`config.mk`:
```
export PLATFORM = sky130hd
export DESIGN_NAME = dma_priority_logic_flat
export DESIGN_NICKNAME = d
export VERILOG_FILES = /design/src/rtl/dma_priority_logic_if.sv /design/src/rtl/dma_priority_logic.sv /design/src/flat_wrapper.sv
export SDC_FILE = /design/constraint.sdc
export NUM_CORES = 1
export LEC_CHECK = 0
export CAP_MARGIN = 10
export CORE_MARGIN = 2
export CORE_UTILIZATION = 35
export DETAILED_ROUTE_END_ITERATION = 6
export GPL_TIMING_DRIVEN = 0
export PLACE_DENSITY = 0.78
export RECOVER_POWER = 50
export SLEW_MARGIN = 15
export SYNTH_ARGS = -nofsm -noshare
export SYNTH_HDL_FRONTEND = slang
export SYNTH_SLANG_ARGS = --single-unit
```
`constraint.sdc`:
```
create_clock -name CLK -period 1.7 [get_ports CLK]
set_input_delay 0.34 -clock CLK [delete_from_list [all_inputs] [get_ports CLK]]
set_output_delay 0.34 -clock CLK [all_outputs]
set_load 0.01 [all_outputs]
```
`src/rtl/dma_priority_logic_if.sv`:
```
// dma_priority_logic_if
//   Groups the request/acknowledge bus between the DMA controller and the
//   channel priority arbiter.
//   Handshake: a channel is requested through DREQ/requestReg (pending); the
//   arbiter answers with a registered one-hot VALID_DREQ plus grantValid, and
//   DACK becomes active only while the timing FSM holds validDACK. The
//   transfer ends on a one-cycle serviceDone pulse.
//   master : controller/timing side (drives requests, config, timing strobes)
//   slave  : arbiter side (drives grant, DACK and the debug view)
//   Debug  : arbState (one-hot FSM state), lowPri (rotation pointer)
interface dma_priority_logic_if;
  logic [3:0] DREQ;
  logic [7:0] commandReg;
  logic [3:0] maskReg;
  logic [3:0] requestReg;
  logic       idleCycle;
  logic       validDACK;
  logic       serviceDone;
  logic [3:0] VALID_DREQ;
  logic [3:0] DACK;
  logic [1:0] activeChannel;
  logic       grantValid;
  logic [2:0] arbState;
  logic [1:0] lowPri;

  modport master (
    output DREQ, commandReg, maskReg, requestReg, idleCycle, validDACK, serviceDone,
    input  VALID_DREQ, DACK, activeChannel, grantValid, arbState, lowPri
  );

  modport slave (
    input  DREQ, commandReg, maskReg, requestReg, idleCycle, validDACK, serviceDone,
    output VALID_DREQ, DACK, activeChannel, grantValid, arbState, lowPri
  );
endinterface

```
`src/rtl/dma_priority_logic.sv`:
```
// dma_priority_logic
//   Four-channel DMA priority arbiter. Requests are normalized and registered
//   once, combined with masks and software requests, and arbitrated with fixed
//   or rotating priority. A grant is held through the transfer once the
//   acknowledge window opens, and released through a one-cycle update state
//   that also advances the rotation pointer.
//   Ports:
//     CLK   - sole clock, rising edge
//     RESET - synchronous active-high reset
//     bus   - dma_priority_logic_if.slave (requests, config, grant, DACK, debug)
module dma_priority_logic (
  input  logic CLK,
  input  logic RESET,
  dma_priority_logic_if.slave bus
);

  localparam logic [2:0] ARB_IDLE   = 3'b001;
  localparam logic [2:0] ARB_GRANT  = 3'b010;
  localparam logic [2:0] ARB_UPDATE = 3'b100;

  logic [2:0] state;
  logic [3:0] dreqSync;
  logic [3:0] validDreq;
  logic [1:0] activeCh;
  logic       grantReg;
  logic [1:0] lowPri;
  logic       dackSeen;

  logic [3:0] pending;
  logic [1:0] winner;
  logic [3:0] activeVector;

  // Highest-ranked pending channel. Search runs from the lowest rank upward
  // so the last hit (the highest rank) wins.
  function automatic logic [1:0] pickWinner(input logic [3:0] pend,
                                            input logic       rotate,
                                            input logic [1:0] lp);
    logic [1:0] start;
    logic [1:0] idx;
    pickWinner = 2'd0;
    start = rotate ? (lp + 2'd1) : 2'd0;
    for (int i = 3; i >= 0; i--) begin
      idx = start + 2'(i);
      if (pend[idx]) pickWinner = idx;
    end
  endfunction

  assign pending = (dreqSync & ~bus.maskReg) | bus.requestReg;
  assign winner  = pickWinner(pending, bus.commandReg[4], lowPri);

  always_ff @(posedge CLK) begin
    if (RESET) begin
      state     <= ARB_IDLE;
      dreqSync  <= 4'd0;
      validDreq <= 4'd0;
      activeCh  <= 2'd0;
      grantReg  <= 1'b0;
      lowPri    <= 2'd3;
      dackSeen  <= 1'b0;
    end else begin
      dreqSync <= bus.DREQ ^ {4{bus.commandReg[6]}};
      case (state)
        ARB_IDLE: begin
          // serviceDone is meaningless here and deliberately ignored.
          if (bus.idleCycle && (pending != 4'd0) && !bus.commandReg[2]) begin
            state     <= ARB_GRANT;
            validDreq <= 4'b0001 << winner;
            activeCh  <= winner;
            grantReg  <= 1'b1;
            dackSeen  <= 1'b0;
          end
        end
        ARB_GRANT: begin
          if (bus.serviceDone) begin
            state <= ARB_UPDATE;
          end else if (bus.validDACK) begin
            // From here on the grant is locked until serviceDone.
            dackSeen <= 1'b1;
          end else if (!dackSeen && !pending[activeCh]) begin
            // Request withdrawn before acknowledge: drop without rotating.
            state     <= ARB_IDLE;
            validDreq <= 4'd0;
            activeCh  <= 2'd0;
            grantReg  <= 1'b0;
          end
        end
        ARB_UPDATE: begin
          state     <= ARB_IDLE;
          validDreq <= 4'd0;
          activeCh  <= 2'd0;
          grantReg  <= 1'b0;
          dackSeen  <= 1'b0;
          if (bus.commandReg[4]) lowPri <= activeCh;
        end
        default: begin
          state     <= ARB_IDLE;
          validDreq <= 4'd0;
          activeCh  <= 2'd0;
          grantReg  <= 1'b0;
          dackSeen  <= 1'b0;
        end
      endcase
    end
  end

  // DACK follows the registered grant, gated by the acknowledge window;
  // commandReg[7]=0 makes the pins active-low.
  assign activeVector      = validDreq & {4{bus.validDACK}};
  assign bus.DACK          = activeVector ^ {4{~bus.commandReg[7]}};
  assign bus.VALID_DREQ    = validDreq;
  assign bus.activeChannel = activeCh;
  assign bus.grantValid    = grantReg;
  assign bus.arbState      = state;
  assign bus.lowPri        = lowPri;

endmodule

```
`src/flat_wrapper.sv`:
```
// flat-port wrapper written by rule: the top's interface ports become plain ports
module dma_priority_logic_flat 
  (CLK, RESET, bus_DREQ, bus_commandReg, bus_maskReg, bus_requestReg, bus_idleCycle, bus_validDACK, bus_serviceDone, bus_VALID_DREQ, bus_DACK, bus_activeChannel, bus_grantValid, bus_arbState, bus_lowPri);
  dma_priority_logic_if bus_i ();
  input  logic CLK;
  input  logic RESET;
  input wire logic [$bits(bus_i.DREQ)-1:0] bus_DREQ;
  input wire logic [$bits(bus_i.commandReg)-1:0] bus_commandReg;
  input wire logic [$bits(bus_i.maskReg)-1:0] bus_maskReg;
  input wire logic [$bits(bus_i.requestReg)-1:0] bus_requestReg;
  input wire logic [$bits(bus_i.idleCycle)-1:0] bus_idleCycle;
  input wire logic [$bits(bus_i.validDACK)-1:0] bus_validDACK;
  input wire logic [$bits(bus_i.serviceDone)-1:0] bus_serviceDone;
  output wire logic [$bits(bus_i.VALID_DREQ)-1:0] bus_VALID_DREQ;
  output wire logic [$bits(bus_i.DACK)-1:0] bus_DACK;
  output wire logic [$bits(bus_i.activeChannel)-1:0] bus_activeChannel;
  output wire logic [$bits(bus_i.grantValid)-1:0] bus_grantValid;
  output wire logic [$bits(bus_i.arbState)-1:0] bus_arbState;
  output wire logic [$bits(bus_i.lowPri)-1:0] bus_lowPri;
  assign bus_i.DREQ = bus_DREQ;
  assign bus_i.commandReg = bus_commandReg;
  assign bus_i.maskReg = bus_maskReg;
  assign bus_i.requestReg = bus_requestReg;
  assign bus_i.idleCycle = bus_idleCycle;
  assign bus_i.validDACK = bus_validDACK;
  assign bus_i.serviceDone = bus_serviceDone;
  assign bus_VALID_DREQ = bus_i.VALID_DREQ;
  assign bus_DACK = bus_i.DACK;
  assign bus_activeChannel = bus_i.activeChannel;
  assign bus_grantValid = bus_i.grantValid;
  assign bus_arbState = bus_i.arbState;
  assign bus_lowPri = bus_i.lowPri;
  dma_priority_logic u_core (.CLK(CLK), .RESET(RESET), .bus(bus_i));
endmodule
```
==> results of run 1 <==
## power by group
| part | total [mW] | switching (mW) | internal (mW) | leakage [nW] |
|---|---|---|---|---|
| Combinational | 0.358 | 0.170 | 0.188 | 0.451 |
| Clock | 0.206 | 0.115 | 0.0910 | 0.0150 |
| Sequential | 0.452 | 0.0225 | 0.429 | 0.140 |
## timing repair
item,CTS,global route
pin swaps,8,4
resized for setup,37,9
setup endpoints to repair,15,8
endpoints found under the hold margin,0,0
setup buffers,3,5
## cell families after synthesis
kind of cell,synth area share [%]
DFF,34.09
and+or+nand+nor,28.95
AOI/OAI and AO/OA,26.82
buffers and inverters,2.255
xor gates and xnor gates,7.894
## final cells by class
class                           count  area share [%]
Inverter                            4          0.9486
Timing Repair Buffer               43           25.38
Buffer                              2          0.4743
Sequential cell                    17           22.06
Multi-Input combinational cell     88           47.04
Clock buffer                        4           1.660
Tap cell                           31           2.451
## worst min-delay path by stage
stage,start,slack [ns],endpoint,cells after the start
2_1_floorplan,bus_DREQ[0],0.48,u_core.dreqSync[0]$_SDFF_PP0_,2
3_3_place_gp,u_core.bus.grantValid$_SDFFE_PP0P_,0.44,u_core.bus.grantValid$_SDFFE_PP0P_,1
3_5_place_dp,u_core.bus.grantValid$_SDFFE_PP0P_,0.44,u_core.bus.grantValid$_SDFFE_PP0P_,1
4_1_cts,u_core.bus.grantValid$_SDFFE_PP0P_,0.47,u_core.bus.grantValid$_SDFFE_PP0P_,1
5_1_grt,bus_commandReg[6],0.49,u_core.dreqSync[1]$_SDFF_PP0_,3
6_report,bus_commandReg[6],0.46,u_core.dreqSync[0]$_SDFF_PP0_,3
## stage by stage
| step | instances | setup WS [ns] |
|---|---|---|
| after floorplan | 111 | 0.1355 |
| after global placement | 177 | -0.5126 |
| after detailed placement | 177 | -0.5621 |
| after CTS | 184 | 0.01829 |
| after global routing | 189 | -0.05064 |
| final | 189 | 0.02116 |
## synth_stat cells, drive strengths merged, types with 2 or more instances
master   instances
clkbuf           2
nor3b            2
o2bb2ai          4
nor2            10
o31a             2
nand2            9
o21ai            2
and2b            2
a21o             3
xnor2            4
a211o            3
nor3             5
xor2             5
dfxtp           17
a22o             2
nor2b            6
a21oi            3
o211ai           2
a211oi           2
nand2b           4
nor4             2
inv              4
## sequential cells by signal (all words and copies together), names as in the netlist
name and count:
u_core.bus.VALID_DREQ 4, u_core.bus.activeChannel 2, u_core.bus.arbState 3, u_core.bus.grantValid 1
u_core.bus.lowPri 2, u_core.dackSeen 1, u_core.dreqSync 4
## worst register-to-register path: cells and delay by family, from the launching register on
family	cells	cell delay (ns)
AND/OR/NAND/NOR	4	0.65
AO/OA/AOI/OAI	2	0.54
flip-flops	1	0.32
buffers and inverters	1	0.14
## metal layers
metal  vias up  track usage (%)  routed length (um)
met1       474            20.72                1241
met2        23            30.36                1472
met4         0            8.306                  35
li1        507                -                   -
met3         4            1.814                  78
met5         -                0                   0
==> flow_summary.toml, run 1 <==
[run_status]
status = "completed"

[die]
rows = 19
die_w_um = 57.41
io_pins = 41
dieArea_um2 = 3296
core-area_um2 = 2734
die_h_um = 57.41
start_util_pct = 36.52

[placement]
gp_congestion = 0.7572
port-buffer-count = 35
hpwl_um = 1990
place_area_um2 = 1388

[yosys]
ys_warn_count = 0
ys.flop_type = "dfxtp_1"
yosys.area.top_type = "dfxtp_1"
synth_fp_nets = 136
ys_types = 45
synthArstFlopShare_pct = 0
avgSynthCellArea_um2 = 8.995
synth_cells = 111
syn_area_um2 = 998.5
yosysTopAreaCellShare_pct = 34.09
seq_area_frac_synth_pct = 34.09
ys_seq_elements = 17
synthTopCellsByArea = "dfxtp_1, xor2_1, o2bb2ai_1"
synth_edf_count = 0

[global_routing]
grt_max_degree = 11
grt_pass1_vias = 1005
grt_first_pass_wirelength_um = 4429
antenna_found_initial = 0
track_usage_pct = 17.24
grt.overflow.total = 0

[timing]
relSlewSlack_pct = 72.81
drv_slew = 0
hold_viol = 0
fmax_ghz = 0.5957
rsz0062_at_grt = "yes"
skew_ns = 0.006600
setup-violations-final = 0
tns_ns = 0
period_needed_ns = 1.679
post-route-period-util_pct = 98.76
tightest_slew_ns = 0.4079
hold_ws_ns = 0.4647

[finish]
multi_input_area_um2 = 744.5
finalInstanceArea_um2 = 1583
final_common_cell = "clkdlybuf4s50_1"
insertedDiodeCount = 0
syn_to_final_growth_pct = 58.52
drive_gt1_share_pct = 25.95
regArea_um2 = 349.1
finalNetCount = 184
fill_cells = 233
final_cell_mix = "clkdlybuf4s50_1, dlygate4sd2_1, dfxtp_1"
fin_util_pct = 57.89

[setup_path]
criticalPathCategory = "reg2reg"
critPathSlowestCell = "a311oi_4"
critical_path_buf_inv_count = 1
worstPathRequired_ns = 1.94
ff2ff_path_depth = 7
crit_cells = 7
timing.rr.end = "u_core.bus.activeChannel[1]$_SDFFE_PP0P_"
endpoint = "u_core.bus.activeChannel[1]$_SDFFE_PP0P_"
worst-path-max-fanout = 4
cp_slowest_stage_delay_ns = 0.37
end_kind = "register"
r2r_setup_slack_ns = 0.02
crit_path_cell_trace = "nor2b_4 > nor2_4 > a311oi_4 > nor3b_4 > buf_6 > nand2b_4 > a21bo_1"
cp-startpoint = "u_core.dreqSync[3]$_SDFF_PP0_"
arrival_ns = 1.92
regToRegStartpoint = "u_core.dreqSync[3]$_SDFF_PP0_"
cp_top_family = "simple AND/OR/NAND/NOR gates"
startpoint_type = "register"

[routing]
ant_nets = 0
post_drt_wl_per_cell_um = 14.96
totalWireLength_um = 2827
drc_errors = 0
first_pass_iters = 4
vias = 1008
drt_iter0_markers = 19
detail_route.vias_per_cell = 5.333

[clock_tree]
cts_sinks = 17
cts_buffers = 3
clk_path_buf_depth = 2
cts.clk_slew.worst_paths_ns = 0.09
cts_root_buf = "clkbuf_4"
htreeDepth = 1
postCtsHoldBufs = 0
clk_latency_ns = 0.28
cts_tree = "done"

[power]
powerDensity_nw_per_um2 = 641.4
leakagePower_nw = 0.6061
p_total_mw = 1.015
ir_worst_vdd_v = 0.0005576

[job]
drv_cap = 0

[min_path]
hp-class = "in2reg"
No activity file was read; power rests on OpenSTA's default activity.
==> inputs of run 2 (changes only) <==
Settings changed: CAP_MARGIN 10 to 20.
==> results of run 2 <==
Final layout, timing and power as in run 1 (identical DEF).
